<file path="config.mk">
export PLATFORM = sky130hd
export DESIGN_NAME = register_read_unit_flat
export DESIGN_NICKNAME = d
export VERILOG_FILES = /design/src/rtl/register_read_unit_if.sv /design/src/rtl/register_read_unit.sv /design/src/flat_wrapper.sv
export SDC_FILE = /design/constraint.sdc
export NUM_CORES = 1
export LEC_CHECK = 0
export CORE_UTILIZATION = 55
export CTS_BUF_LIST = sky130_fd_sc_hd__clkbuf_8 sky130_fd_sc_hd__clkbuf_16
export CTS_CLUSTER_DIAMETER = 80
export DETAILED_ROUTE_END_ITERATION = 10
export PLACE_DENSITY_LB_ADDON = 0.05
export SYNTH_ARGS = -nofsm -noshare
export SYNTH_HDL_FRONTEND = slang
export SYNTH_SLANG_ARGS = --single-unit
</file>
<file path="constraint.sdc">
create_clock -name Clk -period 3.3 [get_ports Clk]
set_input_delay 0.66 -clock Clk [delete_from_list [all_inputs] [get_ports Clk]]
set_output_delay 0.66 -clock Clk [all_outputs]
set_load 0.1 [all_outputs]
</file>
<file path="src/rtl/register_read_unit_if.sv">
// Decode / write-back bundle for the register read unit.
// Master is the pipeline side that drives decode and write-back. Slave is the register read unit.
interface register_read_unit_if #(
  parameter int DATA_W = 8,
  parameter int NREG   = 8
);
  localparam int AW = $clog2(NREG);

  logic [AW-1:0]     rs_addr;
  logic [AW-1:0]     rt_addr;
  logic              issue;
  logic [AW-1:0]     rd_addr;
  logic              rd_we;
  logic              wb_en;
  logic [AW-1:0]     wb_addr;
  logic [DATA_W-1:0] ans_wb;
  logic [DATA_W-1:0] rs_data;
  logic [DATA_W-1:0] rt_data;
  logic              stall;
  logic [NREG-1:0]   pend_mask;

  modport master (
    output rs_addr, rt_addr, issue, rd_addr, rd_we, wb_en, wb_addr, ans_wb,
    input  rs_data, rt_data, stall, pend_mask
  );

  modport slave (
    input  rs_addr, rt_addr, issue, rd_addr, rd_we, wb_en, wb_addr, ans_wb,
    output rs_data, rt_data, stall, pend_mask
  );
endinterface

</file>
<file path="src/rtl/register_read_unit.sv">
// Register file with registered operand reads, write-back bypass and a
// pending-write scoreboard that raises a combinational hazard stall.
module register_read_unit #(
  parameter int DATA_W = 8,
  parameter int NREG   = 8
) (
  input  logic Clk,
  input  logic Rst,
  register_read_unit_if.slave bus
);
  localparam int AW = $clog2(NREG);

  logic [DATA_W-1:0] reg_rd [NREG];       // current contents of each register
  logic [DATA_W-1:0] rs_data_reg, rt_data_reg;
  logic [DATA_W-1:0] rs_data_next, rt_data_next;
  logic [NREG-1:0]   pend_reg, pend_next;
  logic [NREG-1:0]   wb_hit;              // one-hot of this cycle's write-back index
  logic [NREG-1:0]   pend_eff;            // pending bits that survive this cycle's write-back
  logic              hz_rs, hz_rt, hz_waw;
  logic              stall_c;
  logic              accept;

  genvar gi;
  generate
    for (gi = 0; gi < NREG; gi++) begin : g_reg
      assign wb_hit[gi]   = bus.wb_en && (bus.wb_addr == AW'(gi));
      assign pend_eff[gi] = pend_reg[gi] && !wb_hit[gi];

      if (gi == 0) begin : g_zero
        // R0 is hard-wired to zero; no storage behind it.
        assign reg_rd[gi] = '0;
      end else begin : g_store
        logic [DATA_W-1:0] value_reg;
        // Write-back port for this register.
        always_ff @(posedge Clk) begin
          if (Rst) begin
            value_reg <= '0;
          end else if (wb_hit[gi]) begin
            value_reg <= bus.ans_wb;
          end
        end
        assign reg_rd[gi] = value_reg;
      end
    end
  endgenerate

  // Hazard detection: a source or destination still waiting on an
  // outstanding write holds decode. Index 0 is never pending.
  always_comb begin
    hz_rs   = (bus.rs_addr != '0) && pend_eff[bus.rs_addr];
    hz_rt   = (bus.rt_addr != '0) && pend_eff[bus.rt_addr];
    hz_waw  = bus.rd_we && (bus.rd_addr != '0) && pend_eff[bus.rd_addr];
    stall_c = bus.issue && (hz_rs || hz_rt || hz_waw);
    accept  = bus.issue && !stall_c;
  end

  // Operand selection with same-cycle write-back bypass; outputs hold unless issue is accepted.
  always_comb begin
    rs_data_next = rs_data_reg;
    rt_data_next = rt_data_reg;
    if (accept) begin
      if (bus.rs_addr == '0) begin
        rs_data_next = '0;
      end else if (wb_hit[bus.rs_addr]) begin
        rs_data_next = bus.ans_wb;
      end else begin
        rs_data_next = reg_rd[bus.rs_addr];
      end
      if (bus.rt_addr == '0) begin
        rt_data_next = '0;
      end else if (wb_hit[bus.rt_addr]) begin
        rt_data_next = bus.ans_wb;
      end else begin
        rt_data_next = reg_rd[bus.rt_addr];
      end
    end
  end

  // Scoreboard update: write-back clears first, so a same-index set wins.
  always_comb begin
    pend_next = pend_reg & ~wb_hit;
    if (accept && bus.rd_we && (bus.rd_addr != '0)) begin
      pend_next[bus.rd_addr] = 1'b1;
    end
    pend_next[0] = 1'b0;
  end

  // Registered read outputs and scoreboard.
  always_ff @(posedge Clk) begin
    if (Rst) begin
      rs_data_reg <= '0;
      rt_data_reg <= '0;
      pend_reg    <= '0;
    end else begin
      rs_data_reg <= rs_data_next;
      rt_data_reg <= rt_data_next;
      pend_reg    <= pend_next;
    end
  end

  assign bus.rs_data   = rs_data_reg;
  assign bus.rt_data   = rt_data_reg;
  assign bus.stall     = stall_c;
  assign bus.pend_mask = pend_reg;
endmodule

</file>
<file path="src/flat_wrapper.sv">
// flat-port wrapper written by rule: the top's interface ports become plain ports
module register_read_unit_flat 
#(
  parameter int DATA_W = 8,
  parameter int NREG   = 8
)
  (Clk, Rst, bus_rs_addr, bus_rt_addr, bus_issue, bus_rd_addr, bus_rd_we, bus_wb_en, bus_wb_addr, bus_ans_wb, bus_rs_data, bus_rt_data, bus_stall, bus_pend_mask);
  register_read_unit_if #(.DATA_W(DATA_W), .NREG(NREG)) bus_i ();
  input  logic Clk;
  input  logic Rst;
  input wire logic [$bits(bus_i.rs_addr)-1:0] bus_rs_addr;
  input wire logic [$bits(bus_i.rt_addr)-1:0] bus_rt_addr;
  input wire logic [$bits(bus_i.issue)-1:0] bus_issue;
  input wire logic [$bits(bus_i.rd_addr)-1:0] bus_rd_addr;
  input wire logic [$bits(bus_i.rd_we)-1:0] bus_rd_we;
  input wire logic [$bits(bus_i.wb_en)-1:0] bus_wb_en;
  input wire logic [$bits(bus_i.wb_addr)-1:0] bus_wb_addr;
  input wire logic [$bits(bus_i.ans_wb)-1:0] bus_ans_wb;
  output wire logic [$bits(bus_i.rs_data)-1:0] bus_rs_data;
  output wire logic [$bits(bus_i.rt_data)-1:0] bus_rt_data;
  output wire logic [$bits(bus_i.stall)-1:0] bus_stall;
  output wire logic [$bits(bus_i.pend_mask)-1:0] bus_pend_mask;
  assign bus_i.rs_addr = bus_rs_addr;
  assign bus_i.rt_addr = bus_rt_addr;
  assign bus_i.issue = bus_issue;
  assign bus_i.rd_addr = bus_rd_addr;
  assign bus_i.rd_we = bus_rd_we;
  assign bus_i.wb_en = bus_wb_en;
  assign bus_i.wb_addr = bus_wb_addr;
  assign bus_i.ans_wb = bus_ans_wb;
  assign bus_rs_data = bus_i.rs_data;
  assign bus_rt_data = bus_i.rt_data;
  assign bus_stall = bus_i.stall;
  assign bus_pend_mask = bus_i.pend_mask;
  register_read_unit #(.DATA_W(DATA_W), .NREG(NREG)) u_core (.Clk(Clk), .Rst(Rst), .bus(bus_i));
endmodule
</file>
-- Yosys cells after proc, flatten, opt, wreduce, memory -nomap -nowiden
Index checks and enable logic that the tools add are counted.
- magnitude comparators: 6
- equality and inequality tests: 7
- muxes and demuxes: 23
- bitwise operators: 5
- reduce and logical (&&, ||, !) cells: 42
- operator list (cell ; count):
    $mux 8 ; 9
    $bmux 8 s3 ; 2
    $logic_and 1x1->1 ; 25
    $bmux 1 s3 ; 5
    $eq 3x3->1 const B ; 4
    $lt 3x4->1 const B ; 3
    $logic_not 1->1 ; 9
    $logic_not 3->1 ; 3
    $reduce_bool 3->1 ; 3
    $and 8x8->8 ; 1
    $ge 4x4->1 const B ; 2
    $not 3->4 ; 2
    $not 8->8 ; 1
    $or 8x8->8 ; 1
    $eq 3x2->1 const B ; 2
    $mux 1 ; 6
    $demux 1 s3 ; 1
    $eq 3x1->1 const B ; 1
    $ge 3x1->1 const B ; 1
    $logic_or 1x1->1 ; 2
- register bits: 80
- input bits: 25
- output and inout port bits: 25
- word-level logic and storage cells: 94

-- Longest topological paths before layout
- depth in word-level cells: 15
- depth in mapped cells: 9

-- Least setup slack after synthesis
OpenSTA, ideal clock, no wires.
- path type: reg2out
- from: register u_core.pend_reg[4] (netlist: u_core.bus.pend_mask[4])
- to: output port bus_stall
- data arrival time: 2817 ps
- required time: 2640 ps
- path slack: -177 ps
- stages on the path, launching flop included: 6
- path buffers: 0
- cell sequence: dfxtp_1 -> nand2_1 -> mux4_2 -> nand2b_1 -> nand3_1 -> and2_1
- longest elaborated chain between the ends: 7
- elaborated cells on any way between the ends: 13
- ends and longest elaborated chain (element ; RTL line ; source):
    from (decl) ; register_read_unit.sv:16 ; logic [NREG-1:0] pend_reg, pend_next;
    from (signal assigned) ; register_read_unit.sv:97 ; pend_reg <= pend_next;
    $logic_and 1x1->1 * ; register_read_unit.sv:27 ; assign pend_eff[gi] = pend_reg[gi] && !wb_hit[gi];
    $bmux 1 s3 (on tied branches) ; register_read_unit.sv:50, register_read_unit.sv:51 ;
    $mux 1 (on tied branches) ; register_read_unit.sv:50, register_read_unit.sv:51 ;
    $logic_and 1x1->1 (on tied branches) ; register_read_unit.sv:50, register_read_unit.sv:51 ;
    $logic_or 1x1->1 ; register_read_unit.sv:53 ; stall_c = bus.issue && (hz_rs || hz_rt || hz_waw);
    $logic_or 1x1->1 * ; register_read_unit.sv:53 ;
    $logic_and 1x1->1 * ; register_read_unit.sv:53 ;
    to (decl) ; flat_wrapper.sv:21 ; output wire logic [$bits(bus_i.stall)-1:0] bus_stall;
Mark *: on every way between the ends. The rest lies on a longest branch, timed or not. The select of a mux whose other input is x is not followed.

-- Final worst setup path
- from: input port bus_wb_addr[1]
- to: output port bus_stall
- longest elaborated chain between the ends: 10
- elaborated cells on any way between the ends: 44
- ends and longest elaborated chain (element ; RTL line ; source):
    from (decl) ; flat_wrapper.sv:17 ; input wire logic [$bits(bus_i.wb_addr)-1:0] bus_wb_addr;
    $eq 3x1->1, or another cell as far along ; register_read_unit.sv:26 ; assign wb_hit[gi] = bus.wb_en && (bus.wb_addr == AW'(gi));
    $logic_and 1x1->1 ; register_read_unit.sv:26 ;
    $logic_not 1->1 ; register_read_unit.sv:27 ;
    $logic_and 1x1->1 ; register_read_unit.sv:27 ;
    $bmux 1 s3 (on tied branches) ; register_read_unit.sv:50, register_read_unit.sv:51 ;
    $mux 1 (on tied branches) ; register_read_unit.sv:50, register_read_unit.sv:51 ;
    $logic_and 1x1->1 (on tied branches) ; register_read_unit.sv:50, register_read_unit.sv:51 ;
    $logic_or 1x1->1 ; register_read_unit.sv:53 ;
    $logic_or 1x1->1 * ; register_read_unit.sv:53 ;
    $logic_and 1x1->1 * ; register_read_unit.sv:53 ;
Marked as above.

==> results.yml <==
clock_network:
  cts_hold_buf: 0
  clk_pin_slew_worst_paths_ps: 90
  root_buffer: "clkbuf_8"
  cts_tree: "built"
  numCtsBuffers: 9
  insertion_delay_ps: 360
  cts_buffer_depth: 2
  post_cts_buffers: 0
  clkSinkCount: 79
  cts_max_level: 3
synth:
  syn_area_per_cell_um2: 8.33
  ys_seq_area_frac: 0.356
  ys_ff_latch: 79
  synth_edf_count: 0
  synth_cells: 533
  syn_nets: 558
  yosysWarnings: 0
  syn_area_um2: 4440
  synth-main-ff-cell: "dfxtp_1"
  synth-async-reset-ratio: 0
  synth_cell_types: 46
routing:
  routed_wl_mm: 12.8
  wl_per_cell_um: 18.5
  drt-initial-drc-count: 324
  drt-met1-wl_mm: 5.75
  post-route-drc-count: 0
  ant_nets: 0
  wl_met3_um: 890
  routed.top_layer: "met4"
  vias: 4227
  via_per_inst: 6.09
  dr.pass1.iters: 5
  wl_met2_mm: 5.87
global_routing:
  first_global_vias: 4039
  grt_max_degree: 43
  grt_pass1_wl_mm: 21.0
  antenna_found_initial: 0
  grt_usage: 0.321
  grt_overflow: 0
pwr:
  power.density_nw_per_um2: 416
  total_power_w: 0.00222
  power.leakage_nw: 1.98
  ir_drop_v: 0.000212
worst_setup_path:
  slowest_delay_ps: 370
  crit_fanout: 8
  crit_family: "buffers and inverters"
  cp.required_ps: 2640
  arrival_ps: 2500
  cp-start-kind: "primary input"
  critPathSlowestCell: "dlygate4sd2_1"
  critPathCaptureType: "primary output"
  crit_buf_inv: 3
  critPathKind: "primary input to primary output"
  cp_cell_sequence: "dlygate4sd2_1 > buf_4 > nand4b_1 > a32oi_1 > o32ai_2 > a31oi_4 > nand3_1 > and2_2 > buf_12"
cells_and_area:
  final_cells: 694
  largest_reg_flops: 56
  fin_nets: 612
  finalInstanceArea_um2: 5340
  antenna_cells: 0
  mostFrequentLayoutCells: "nand2_1, dfxtp_1, buf_4, a21oi_1, mux2_2"
  fill_cells: 671
  area_delta_synth_final_pct: 20.2
  drive_above_1_share: 0.228
  layout_commonest_cell: "nand2_1"
sta:
  timing.fmax_ghz: 0.317
  setup_violations: 0
  fin_setup_tns_ps: 0
  skew_ps: 8.72
  worstMarginPinSlew_ps: 582
  layout_min_cycle_time_ps: 3160
  period_share: 0.957
  fin_hold_ws_ps: 471
  hold_violations: 0
  rsz0062_at_grt: "false"
  slew_headroom: 0.610
  slew_violations: 0
floorplanning:
  die_w_um: 91.8
  rows: 32
  io_pins: 50
  core_area_um2: 7770
  die_area_um2: 8430
  die_h_um: 91.8
  start_util: 0.572
placement:
  place_congestion: 0.955
  dp_hpwl_mm: 9.17
  port_buffers: 48
  place_area_um2: 5100
  dp.cells: 678
status:
  status: "completed"
run:
  max_cap_viol_count: 0
hold_path:
  holdCritPathClass: "flip-flop to flip-flop"
through the flow:
stage	setup slack, ps	utilization
after floorplan	105	-
after global placement	-37.7	0.657
after detailed placement	-84.1	0.657
after CTS	33.5	0.685
after global routing	66.8	0.687
final	141	0.687
cell type report:
cell class | instances | area (um^2) | area share
inverters | 3 | 11.3 | 0.00211
well taps | 102 | 128 | 0.0239
clock buffers | 9 | 124 | 0.0232
repair buffers | 90 | 742 | 0.139
clock inverters | 7 | 100 | 0.0188
flip-flops and latches | 79 | 1580 | 0.296
multi-input cells | 404 | 2650 | 0.497
layer usage:
layer / vias up / track usage
met5: - / 0
met4: 0 / 0.112
met3: 26 / 0.0680
met2: 193 / 0.504
met1: 2018 / 0.437
li1: 1990 / -
what timing repair did:
item                       CTS  global route
setup endpoints to repair    1             1
gates resized for setup      3             3
pin swaps                    0             3
where the power goes:
group          internal [W]  switching, W  total [W]
clock              0.000435      0.000391   0.000826
combinational      0.000149      0.000253   0.000402
sequential         0.000975     0.0000164   0.000991
total               0.00156      0.000660    0.00222
final timing paths:
check	from	end	slack, ps	cells after the start
max	bus_wb_addr[1]	bus_stall	140	9
min	u_core.g_reg[5].g_store.value_reg[2]	u_core.g_reg[5].g_store.value_reg[2]	470	2
max reg2reg	u_core.bus.pend_mask[1]	u_core.bus.rt_data[3]	1430	7
min reg2reg	u_core.g_reg[5].g_store.value_reg[2]	u_core.g_reg[5].g_store.value_reg[2]	470	2
worst reg2reg max path: cells and delay by family, from the launching register on:
| family | cells | cell delay (ps) |
|---|---|---|
| compound gates | 3 | 510 |
| buf+inv | 1 | 140 |
| flops | 1 | 360 |
| mux | 1 | 240 |
| simple gates | 2 | 500 |
cells in the mapped netlist, types with 7 or more instances:
library cell    n  share of area
nor2_1         13          0.011
nand2_1       138           0.12
mux2i_1        24          0.054
o32ai_1         7          0.014
o21ai_0        10          0.011
dfxtp_1        79           0.36
buf_2           7         0.0079
a21oi_1        57          0.064
clkbuf_1       31          0.026
a22oi_1         8          0.014
nand2b_1       27          0.038
o22ai_1         8          0.011
mux4_2          9          0.046
mux2_2         32          0.081
a211oi_1        8          0.014
a221oi_1        9          0.018
logic make-up (layout without fill, tap and decap cells):
| group | after synthesis | after routing | synth area share |
|---|---|---|---|
| DFF | 79 | 79 | 0.356 |
| other | 1 | 1 | 0.000845 |
| muxes | 65 | 65 | 0.181 |
| xor gates and xnor gates | 6 | 6 | 0.0118 |
| buffers and inverters | 50 | 109 | 0.0502 |
| AOI/OAI and AO/OA | 116 | 116 | 0.165 |
| and+or+nand+nor | 216 | 216 | 0.235 |
(Power assumes the default switching activity.)
